$ cat src/rtl/dht_pkg.sv
// Shared definitions for the DHT11 reader: FSM encoding, frame geometry and
// the checksum rule for a received 40-bit frame.
package dht_pkg;

    typedef enum logic [2:0] {
        ST_IDLE      = 3'd0,
        ST_START_LOW = 3'd1,
        ST_WAIT_RESP = 3'd2,
        ST_RESP_LOW  = 3'd3,
        ST_RESP_HIGH = 3'd4,
        ST_BIT_LOW   = 3'd5,
        ST_BIT_HIGH  = 3'd6,
        ST_CHECK     = 3'd7
    } dht_state_e;

    localparam int FRAME_BITS = 40;
    localparam int US_PER_MS  = 1000;

    // Frame layout is {hum_i, hum_d, tmp_i, tmp_d, chk}; chk is the byte sum mod 256.
    function automatic logic frame_chk_ok(input logic [FRAME_BITS-1:0] frame);
        logic [7:0] sum;
        sum = frame[39:32] + frame[31:24] + frame[23:16] + frame[15:8];
        return (sum == frame[7:0]);
    endfunction

endpackage

$ cat src/rtl/dht_us_tick.sv
// Free-running prescaler: one-cycle strobe every microsecond of system clock.
module dht_us_tick #(
    parameter int CLK_HZ = 50_000_000
) (
    input  logic clk,
    input  logic rst,
    output logic tick
);

    localparam int DIV = (CLK_HZ / 1_000_000 < 1) ? 1 : CLK_HZ / 1_000_000;
    localparam int CW  = (DIV > 1) ? $clog2(DIV) : 1;
    localparam logic [CW-1:0] LAST = CW'(DIV - 1);

    logic [CW-1:0] cnt_q;
    logic [CW-1:0] cnt_d;

    always_comb begin
        cnt_d = (cnt_q == LAST) ? '0 : cnt_q + 1'b1;
    end

    always_ff @(posedge clk or posedge rst) begin
        if (rst) begin
            cnt_q <= '0;
        end else begin
            cnt_q <= cnt_d;
        end
    end

    // With a 1 MHz clock the counter never leaves zero and the strobe is constant.
    assign tick = (cnt_q == LAST);

endmodule

$ cat src/rtl/dht11_temp_reader.sv
// DHT11 single-wire reader: periodic start pulse, response/bit decode, checksum,
// and last-good integer temperature/humidity with valid/err strobes.
module dht11_temp_reader
    import dht_pkg::*;
#(
    parameter int CLK_HZ           = 50_000_000,
    parameter int SAMPLE_PERIOD_MS = 2000,
    parameter int START_LOW_MS     = 18,
    parameter int TIMEOUT_US       = 200,
    parameter int BIT1_MIN_US      = 40
) (
    input  logic       clk,
    input  logic       rst,
    input  logic       dht_in,
    output logic       dht_oe,
    output logic [7:0] temp,
    output logic [7:0] hum,
    output logic       valid,
    output logic       err,
    output logic       busy
);

    localparam logic [14:0] US_LAST     = 15'(US_PER_MS - 1);
    localparam logic [11:0] PERIOD_LAST = 12'(SAMPLE_PERIOD_MS - 1);
    localparam logic [11:0] START_LAST  = 12'(START_LOW_MS - 1);
    localparam logic [14:0] TIMEOUT     = 15'(TIMEOUT_US);
    localparam logic [14:0] BIT1_MIN    = 15'(BIT1_MIN_US);
    localparam logic [5:0]  LAST_BIT    = 6'(FRAME_BITS - 1);

    logic tick;

    dht_us_tick #(
        .CLK_HZ(CLK_HZ)
    ) u_tick (
        .clk  (clk),
        .rst  (rst),
        .tick (tick)
    );

    // Bus idles high (external pull-up), so the synchronizer resets to 1.
    logic sync1_q, sync2_q, prev_q;

    always_ff @(posedge clk or posedge rst) begin
        if (rst) begin
            sync1_q <= 1'b1;
            sync2_q <= 1'b1;
            prev_q  <= 1'b1;
        end else begin
            sync1_q <= dht_in;
            sync2_q <= sync1_q;
            prev_q  <= sync2_q;
        end
    end

    logic bus_fall, bus_rise;
    assign bus_fall = prev_q & ~sync2_q;
    assign bus_rise = ~prev_q & sync2_q;

    dht_state_e            state_q, state_d;
    logic [14:0]           us_q, us_d;
    logic [11:0]           ms_q, ms_d;
    logic [5:0]            bit_cnt_q, bit_cnt_d;
    logic [FRAME_BITS-1:0] shift_q, shift_d;
    logic [7:0]            temp_q, temp_d;
    logic [7:0]            hum_q, hum_d;
    logic                  valid_q, valid_d;
    logic                  err_q, err_d;

    logic [14:0] us_next;
    logic        ms_wrap;
    logic        in_sensor_phase;

    assign us_next         = us_q + {14'd0, tick};
    assign ms_wrap         = tick && (us_q == US_LAST);
    assign in_sensor_phase = (state_q inside {ST_WAIT_RESP, ST_RESP_LOW, ST_RESP_HIGH,
                                              ST_BIT_LOW, ST_BIT_HIGH});

    always_comb begin
        state_d   = state_q;
        us_d      = us_next;
        ms_d      = ms_q;
        bit_cnt_d = bit_cnt_q;
        shift_d   = shift_q;
        temp_d    = temp_q;
        hum_d     = hum_q;
        valid_d   = 1'b0;
        err_d     = 1'b0;

        // Millisecond phases fold the us timer into the ms counter.
        if ((state_q == ST_IDLE || state_q == ST_START_LOW) && ms_wrap) begin
            us_d = '0;
            ms_d = ms_q + 12'd1;
        end

        unique case (state_q)
            ST_IDLE: begin
                if (ms_wrap && ms_q == PERIOD_LAST) state_d = ST_START_LOW;
            end
            ST_START_LOW: begin
                if (ms_wrap && ms_q == START_LAST) state_d = ST_WAIT_RESP;
            end
            ST_WAIT_RESP: begin
                if (bus_fall) state_d = ST_RESP_LOW;
            end
            ST_RESP_LOW: begin
                if (bus_rise) state_d = ST_RESP_HIGH;
            end
            ST_RESP_HIGH: begin
                if (bus_fall) begin
                    state_d   = ST_BIT_LOW;
                    bit_cnt_d = '0;
                    shift_d   = '0;
                end
            end
            ST_BIT_LOW: begin
                if (bus_rise) state_d = ST_BIT_HIGH;
            end
            ST_BIT_HIGH: begin
                if (bus_fall) begin
                    // us_next includes the edge cycle, so a high of N us measures N.
                    shift_d   = {shift_q[FRAME_BITS-2:0], (us_next >= BIT1_MIN)};
                    bit_cnt_d = bit_cnt_q + 6'd1;
                    state_d   = (bit_cnt_q == LAST_BIT) ? ST_CHECK : ST_BIT_LOW;
                end
            end
            ST_CHECK: begin
                state_d = ST_IDLE;
                if (frame_chk_ok(shift_q)) begin
                    hum_d   = shift_q[39:32];
                    temp_d  = shift_q[23:16];
                    valid_d = 1'b1;
                end else begin
                    err_d = 1'b1;
                end
            end
            default: state_d = ST_IDLE;
        endcase

        if (in_sensor_phase && us_q == TIMEOUT) begin
            state_d = ST_IDLE;
            err_d   = 1'b1;
        end

        // Every phase, including the idle wait, times from its own entry.
        if (state_d != state_q) begin
            us_d = '0;
            ms_d = '0;
        end
    end

    always_ff @(posedge clk or posedge rst) begin
        if (rst) begin
            state_q   <= ST_IDLE;
            us_q      <= '0;
            ms_q      <= '0;
            bit_cnt_q <= '0;
            shift_q   <= '0;
            temp_q    <= '0;
            hum_q     <= '0;
            valid_q   <= 1'b0;
            err_q     <= 1'b0;
        end else begin
            state_q   <= state_d;
            us_q      <= us_d;
            ms_q      <= ms_d;
            bit_cnt_q <= bit_cnt_d;
            shift_q   <= shift_d;
            temp_q    <= temp_d;
            hum_q     <= hum_d;
            valid_q   <= valid_d;
            err_q     <= err_d;
        end
    end

    // Bus drive decodes straight from state so reset releases it with no clock.
    assign dht_oe = (state_q == ST_START_LOW);
    assign busy   = (state_q != ST_IDLE);
    assign temp   = temp_q;
    assign hum    = hum_q;
    assign valid  = valid_q;
    assign err    = err_q;

endmodule

$ cat config.mk
export PLATFORM = sky130hd
export DESIGN_NAME = dht11_temp_reader
export DESIGN_NICKNAME = d
export VERILOG_FILES = /design/src/rtl/dht_pkg.sv /design/src/rtl/dht_us_tick.sv /design/src/rtl/dht11_temp_reader.sv
export SDC_FILE = /design/constraint.sdc
export NUM_CORES = 1
export LEC_CHECK = 0
export CAP_MARGIN = 40
export CORE_ASPECT_RATIO = 0.75
export CORE_UTILIZATION = 50
export DETAILED_ROUTE_END_ITERATION = 6
export PLACE_DENSITY = 0.7
export SETUP_SLACK_MARGIN = 0.1
export SYNTH_ARGS = -nofsm -noshare
export SYNTH_HDL_FRONTEND = slang
export SYNTH_SLANG_ARGS = --single-unit
$ cat constraint.sdc
create_clock -name clk -period 6 [get_ports clk]
set_input_delay 0.6 -clock clk [delete_from_list [all_inputs] [get_ports clk]]
set_output_delay 0.6 -clock clk [all_outputs]
set_load 0.02 [all_outputs]
==> results of run 1 <==
==> layout by cell type, fill, tap and decap left out, drive strengths merged, types with 11 or more instances in the layout <==
cell type      count
nand2            103
dfrtp            100
nand3             62
nor2              49
xor2              27
xnor2             23
clkdlybuf4s50     22
inv               18
o21ai             18
mux2              16
clkbuf            15
fa                14
ha                14
nand4             11
==> sequential cells by signal, summed over array words and instances (netlist names) <==
name / count
bit_cnt_q: 6
err: 1
hum: 8
ms_q: 12
prev_q: 1
shift_q: 40
state_q: 3
sync1_q: 1
sync2_q: 1
temp: 8
u_tick.cnt_q: 6
us_q: 15
valid: 1
==> area by class of cell <==
type / count / area [µm²] / area share (%)
Tap cell: 136 / 170 / 2.77
Clock buffer: 15 / 268 / 4.36
Multi-Input combinational cell: 415 / 2750 / 44.8
Sequential cell: 103 / 2580 / 42.1
Timing Repair Buffer: 28 / 289 / 4.71
Inverter: 19 / 73.8 / 1.20
Clock inverter: 1 / 5.00 / 0.0816
==> cells by family after synthesis <==
logic type,count (synthesis),synth area share (%)
and+or+nand+nor,271,24.4
DFF,103,46.9
AOI/OAI and AO/OA,50,5.95
xor gates and xnor gates,50,7.95
buffers and inverters,45,3.27
adders and majority gates,28,8.27
muxes,16,3.27
==> per-stage QoR <==
| stage | instance area [µm²] | setup WS [ns] | power, µW |
|---|---|---|---|
| floorplan | 5510 | 2.16 | 721 |
| global route | 6130 | 1.42 | 1310 |
| finish | 6130 | 1.73 | 1260 |
| detailed placement | 5860 | 1.68 | 730 |
| global placement | 5820 | 1.66 | 727 |
| CTS | 6130 | 1.67 | 1280 |
==> report_power, final <==
group,switching (µW),internal [µW]
registers,0.532,696
logic,14.9,4.11
clock network,240,304
==> critical path: stages (launching register included) <==
cell,delay (ns)
dfrtp_1,0.42
fa_1,0.54
inv_1,0.05
fa_1,0.50
inv_1,0.04
ha_1,0.21
fa_1,0.45
xor2_1,0.17
a2111oi_0,0.31
o2111ai_1,0.30
nor4_4,0.57
buf_6,0.24
mux2_2,0.34
==> metal layers <==
layer / wire length [µm] / part of all wire, %
met1: 5510 / 50
met3: 482 / 4.4
met5: 0 / 0
met2: 4780 / 44
met4: 149 / 1.4
==> worst max-delay path by stage <==
stage / end / slack (ns) / cells after the start / from
floorplan: hum[1] / 2.16 / 13 / shift_q[9]
global placement: hum[6] / 1.66 / 11 / shift_q[9]
detailed placement: temp[3] / 1.68 / 12 / shift_q[9]
CTS: temp[3] / 1.67 / 12 / shift_q[9]
global route: hum[5] / 1.42 / 12 / shift_q[9]
finish: hum[7] / 1.73 / 12 / shift_q[9]
==> metrics.txt, run 1 <==
worst relative slew slack=46.6%; DRC violation count after routing=0; endpoint of the worst hold-timing path=sync2_q; area of the core=10500 µm²; Crit Reg-Reg Endpoint=hum[7]; # nets final=607; share of the clock period used by the worst path=71.2%; FF-to-FF path depth=12; final hold vios=0; wire length of the first global-routing pass=19100 µm; GR peak layer=met1; top post-synthesis cells by count=nand2_1, dfrtp_1, nand3_1, nor2_1, xor2_1; fraction of met2 tracks used by global routing=30.3%; class of the most critical hold timing path=flip-flop to flip-flop; starting density of the core=52.5%; leading cell types by total area after synthesis=dfrtp_1, nand2_1, nand3_1, fa_1, xor2_1; Worst-Skew Late Latency=0.34 ns; clock input transition at the sequential cells of the worst setup and hold paths=0.06 ns; number of cells traversed by the worst hold path=0; die extent in y=92.9 µm; Filler Cells Inserted=902; achievable frequency=234 MHz; Arr. time, crit path=4.50 ns; outcome=finished clean; total routing resource utilization after global routing=21.7%; number of library cell types mapped by synthesis=62; endpoint kind of the worst setup timing path=flip-flop; initial antenna violation count=0; H-tree depth=3; initial drt markers=333; number of cells in the finished layout apart from fillers=717; reported max-cap violation count=0; half-perimeter wire length of the detailed placement result=7660 µm; maximum buffer depth of the clock tree=2; Syn Nets=594; aggregate global routing overflow=0; share of the core filled with cells=58.5%; fin. max-slew vios=0; antenna-violating nets left=0; routed vias=4050; count of endpoints failing setup in the final report=0; launch instance of the worst min-delay path=sync1_q; WL per Instance=15.2 µm; VDD IR max=146 µV; data required time of the critical path=6.23 ns; clock buffers created by TritonCTS=9; worst reg2reg path startpoint=shift_q[9]; number of instances resized during post-cts repair=0; Post-synth EDFFs=0; Total Die Area=11400 µm²; maximum number of pins on one net before global-route repair=62; hold-fix buffers at CTS=0; clk sinks=103; final routed wirelength across all metal layers=10900 µm; ANT cells=0; setup TNS=0 ns; transition time at the pin with the least slew margin=0.800 ns; primary flip-flop cell chosen by synthesis mapping=dfrtp_1; type of origin of the critical path=flip-flop; via count of the first global-routing pass=3877; IO Port Bufs=22; post-synthesis sequential area ratio=46.9%; Root Buffer Master=clkbuf_16; met1 usage in global routing=33.1%; proportion of layout cells with a drive suffix above 1=8.78%; reg2reg setup slack=1.73 ns; layout overhead on the synthesized area=11.4%; power density normalized to cell area=205 nW/µm²; YS warnings=0; Leakage Power=0.00294 µW; Layout Skew=0.00600 ns; combined area of all synthesized cells=5510 µm²; setup repair after global routing missed its margin=no; number of standard cells after synthesis=563; TritonRoute pass-1 iters=5; tightest hold margin=0.366 ns; Crit Path Max Fanout=9; met3 track demand over resource=4.99%; CTS tree=built; critical path class=flip-flop to flip-flop; number of register bits inferred by synthesis=103; number of top-level design ports=23; post-CTS setup buffer count=0; top cell type's share of synthesized area=45.4%; die span in x=123 µm; shortest clock period the worst path allows after layout=4.27 ns; synthesized area divided by synthesized cell count=9.79 µm²; number of standard-cell rows in the floorplan=32; dominant cell by count in the synthesized netlist=nand2_1; cell accounting for the most synthesized area=dfrtp_1; GPL Wtd Cong=0.822; number of instances in the placed design=701; share of flip-flops with an asynchronous set or reset after synthesis=100%; post-detailed-route via-to-cell ratio=5.65
No activity file was read; power rests on OpenSTA's default activity.
==> run 2, diff against run 1 <==
--- a/config.mk
+++ b/config.mk
@@ -9,7 +9,7 @@
 export CORE_ASPECT_RATIO = 0.75
 export CORE_UTILIZATION = 50
 export DETAILED_ROUTE_END_ITERATION = 6
-export PLACE_DENSITY = 0.7
+export PLACE_DENSITY = 0.72
 export SETUP_SLACK_MARGIN = 0.1
 export SYNTH_ARGS = -nofsm -noshare
 export SYNTH_HDL_FRONTEND = slang
==> constraint.sdc (replaced) <==
create_clock -name clk -period 3.7 [get_ports clk]
set_input_delay 0.37 -clock clk [delete_from_list [all_inputs] [get_ports clk]]
set_output_delay 0.37 -clock clk [all_outputs]
set_load 0.02 [all_outputs]
==> run 2 against run 1 <==
The run now ends with setup timing left. Worst setup slack worse by 1.8 ns. Critical path type unchanged. Largest power group unchanged. Via count shrank 0.89%. Sequential share of layout area fell by 0.77 points. Largest cell class unchanged. Highest routed layer unchanged. Worst hold slack worse by 0.033 ns.
==> metrics.txt, run 2 (synthesized netlist as in run 1, its figures left out) <==
outcome=complete, but fails checks; failing checks=setup timing; number of standard-cell rows in the floorplan=32 (unchanged); family with the most delay on the worst path=adder cells; number of top-level design ports=23 (unchanged); Critical Path Slowest Stage Cell=fa_1; reported max-cap violation count=0 (unchanged); DRC violation count after routing=0 (unchanged); number of instances in the placed design=707 (+0.86%); tightest hold margin=0.332 ns (-0.0331 ns); FF-to-FF path depth=12 (unchanged); data required time of the critical path=3.92 ns (-2.31 ns); leading cell type in the layout, fill and taps excluded=nand2_1; clock share of power=45.6% (+2.4 points); maximum buffer depth of the clock tree=2 (unchanged); final routed wirelength across all metal layers=10800 µm (-1.4%); number of flip-flops under the largest register name=40 (unchanged); area used by sequential logic in the layout=2580 µm² (unchanged); Leakage Power=0.00300 µW (+2.0%); ANT cells=0 (unchanged); worst relative slew slack=49.0% (+2.4 points); count of endpoints failing setup in the final report=15 (+15); area of the core=10500 µm² (unchanged); Total Die Area=11400 µm² (unchanged); # nets final=613 (+0.99%); setup repair after global routing missed its margin=yes; CP cell instances=fa_1 > inv_1 > fa_1 > inv_1 > ha_2 > fa_2 > xor2_1 > a2111oi_2 > o2111ai_2 > nor4_4 > buf_12 > mux2_2; antenna-violating nets left=0 (unchanged); H-tree depth=3 (unchanged); register ranked first by flip-flop count=shift_q; combinational group share of total power=1.4% (about the same); IO Port Bufs=22 (unchanged); post-detailed-route via-to-cell ratio=5.57 (-1.4%); GPL Wtd Cong=0.850 (+3.3%); critical path class=flip-flop to flip-flop; initial drt markers=243 (-27%); type of origin of the critical path=flip-flop; Arr. time, crit path=3.96 ns (-0.54 ns); shortest clock period the worst path allows after layout=3.74 ns (-0.534 ns); maximum number of pins on one net before global-route repair=59 (-4.8%); portion of total power attributed to sequential cells=53.0% (-2.3 points); Layout Skew=0.00722 ns (+0.00122 ns); Worst-Skew Late Latency=0.34 ns (about the same); worst-case setup slack after placement=-0.0636 ns (-1.75 ns); Crit Path Max Fanout=16 (+7); post-CTS setup buffer count=0 (unchanged); share of the clock period used by the worst path=101% (+30 points); delay of the slowest cell on the worst path=0.53 ns (-0.04 ns); VDD IR max=285 µV (+95%); largest registers=shift_q: 40 flops, us_q: 15 flops, ms_q: 12 flops; multi-input logic area=2770 µm² (+0.91%); hold-fix buffers at CTS=0 (unchanged); WL per Instance=14.9 µm (-1.9%); number of cells in the finished layout apart from fillers=721 (+0.56%); leading cell types in the layout, fill and taps excluded=nand2_1, dfrtp_1, nand3_1; share of total power consumed by net switching=19.5% (-0.78 points); clk sinks=103 (unchanged); aggregate global routing overflow=0 (unchanged); half-perimeter wire length of the detailed placement result=7650 µm (-0.12%); achievable frequency=267 MHz (+14%); TritonRoute pass-1 iters=5 (unchanged); Root Buffer Master=clkbuf_16; total routing resource utilization after global routing=21.5% (-0.19 points); path length in cells of the critical path=12 (unchanged); transition time at the pin with the least slew margin=0.764 ns (-0.0358 ns); Bufs and invs on worst path=3 (unchanged); proportion of layout cells with a drive suffix above 1=10.9% (+2.2 points); initial antenna violation count=0 (unchanged); clock buffers created by TritonCTS=9 (unchanged); die span in x=123 µm (unchanged); fin. max-slew vios=0 (unchanged); endpoint kind of the worst setup timing path=flip-flop; via count of the first global-routing pass=3944 (+1.7%); routed vias=4014 (-0.89%); Filler Cells Inserted=881 (-2.3%); class of the most critical hold timing path=primary input to async pin; final hold vios=0 (unchanged); die extent in y=92.9 µm (unchanged); net load switching power=416 µW (+63%); CTS tree=built; share of the core filled with cells=59.6% (+1.1 points); Internal Dissipation=1720 µW (+71%); smallest setup slack after layout=-0.0390 ns (-1.77 ns); layout overhead on the synthesized area=13.4%; wire length of the first global-routing pass=19100 µm (+0.18%); starting density of the core=52.5% (unchanged); power density normalized to cell area=341 nW/µm² (+66%); clock input transition at the sequential cells of the worst setup and hold paths=0.06 ns (about the same)
==> run 2: cell types whose count changed in the layout (fill, tap and decap cells not counted), moves of 2 or more <==
cell / before / now
buf_4: 4 / 9
clkbuf_8: 2 / 0
bufinv_16: 0 / 2
clkinv_2: 1 / 3
clkbuf_1: 4 / 0
==> run 2: layout make-up <==
cell class | count | area share, %
Inverter | 19 | 1.18
Clock inverter | 5 | 1.20
Tap cell | 136 | 2.72
Timing Repair Buffer | 34 | 5.61
Sequential cell | 103 | 41.3
Multi-Input combinational cell | 415 | 44.4
Clock buffer | 9 | 3.60
==> run 2: metrics by stage <==
| step | setup TNS, ns | total power (µW) | instance area [µm²] |
|---|---|---|---|
| global placement | -0.230 | 1180 | 5890 |
| global route | -2.77 | 2200 | 6250 |
| finish | -0.423 | 2130 | 6250 |
| CTS | -0.884 | 2160 | 6240 |
| detailed placement | -0.888 | 1180 | 5930 |
| floorplan | -0.680 | 1170 | 5520 |
==> run 2: path summary, 6_finish.rpt <==
| check | startpoint | end | slack (ns) |
|---|---|---|---|
| worst max-delay path | shift_q[9] | temp[6] | -0.04 |
| worst min-delay path | rst | us_q[9] | 0.33 |
| worst max register to register | shift_q[9] | temp[6] | -0.04 |
| worst min register to register | sync1_q | sync2_q | 0.36 |
| max in group asynchronous | rst | shift_q[10] | 2.42 |
| min in group clk | sync1_q | sync2_q | 0.36 |
==> run 2: power groups by stage <==
stage	clock, µW	sequential, µW	combinational, µW
after floorplan	0	1150	18.4
final	973	1130	30.5
after CTS	997	1130	32.8
after detailed placement	0	1150	32.7
after global placement	0	1150	28.0
after global routing	1040	1130	36.9
==> run 2: layer usage <==
layer	track usage [%]	part of all wire [%]
met4	5.82	0.95
met1	32.3	51
met5	0	0
met3	4.56	4.2
met2	31.1	44
==> run 2: repair_timing <==
item,in CTS,in global routing
endpoints found under the setup margin,16,17
hold endpoints to repair,0,0
pin swaps,0,2
resized for setup,1,4
==> run 3, diff against run 2 <==
--- a/config.mk
+++ b/config.mk
@@ -9,6 +9,7 @@
 export CORE_ASPECT_RATIO = 0.75
 export CORE_UTILIZATION = 50
 export DETAILED_ROUTE_END_ITERATION = 6
+export HOLD_SLACK_MARGIN = 0.02
 export PLACE_DENSITY = 0.72
 export SETUP_SLACK_MARGIN = 0.1
 export SYNTH_ARGS = -nofsm -noshare
==> results of run 3 <==
The final DEF is identical to that of run 2; final timing and power are the same.
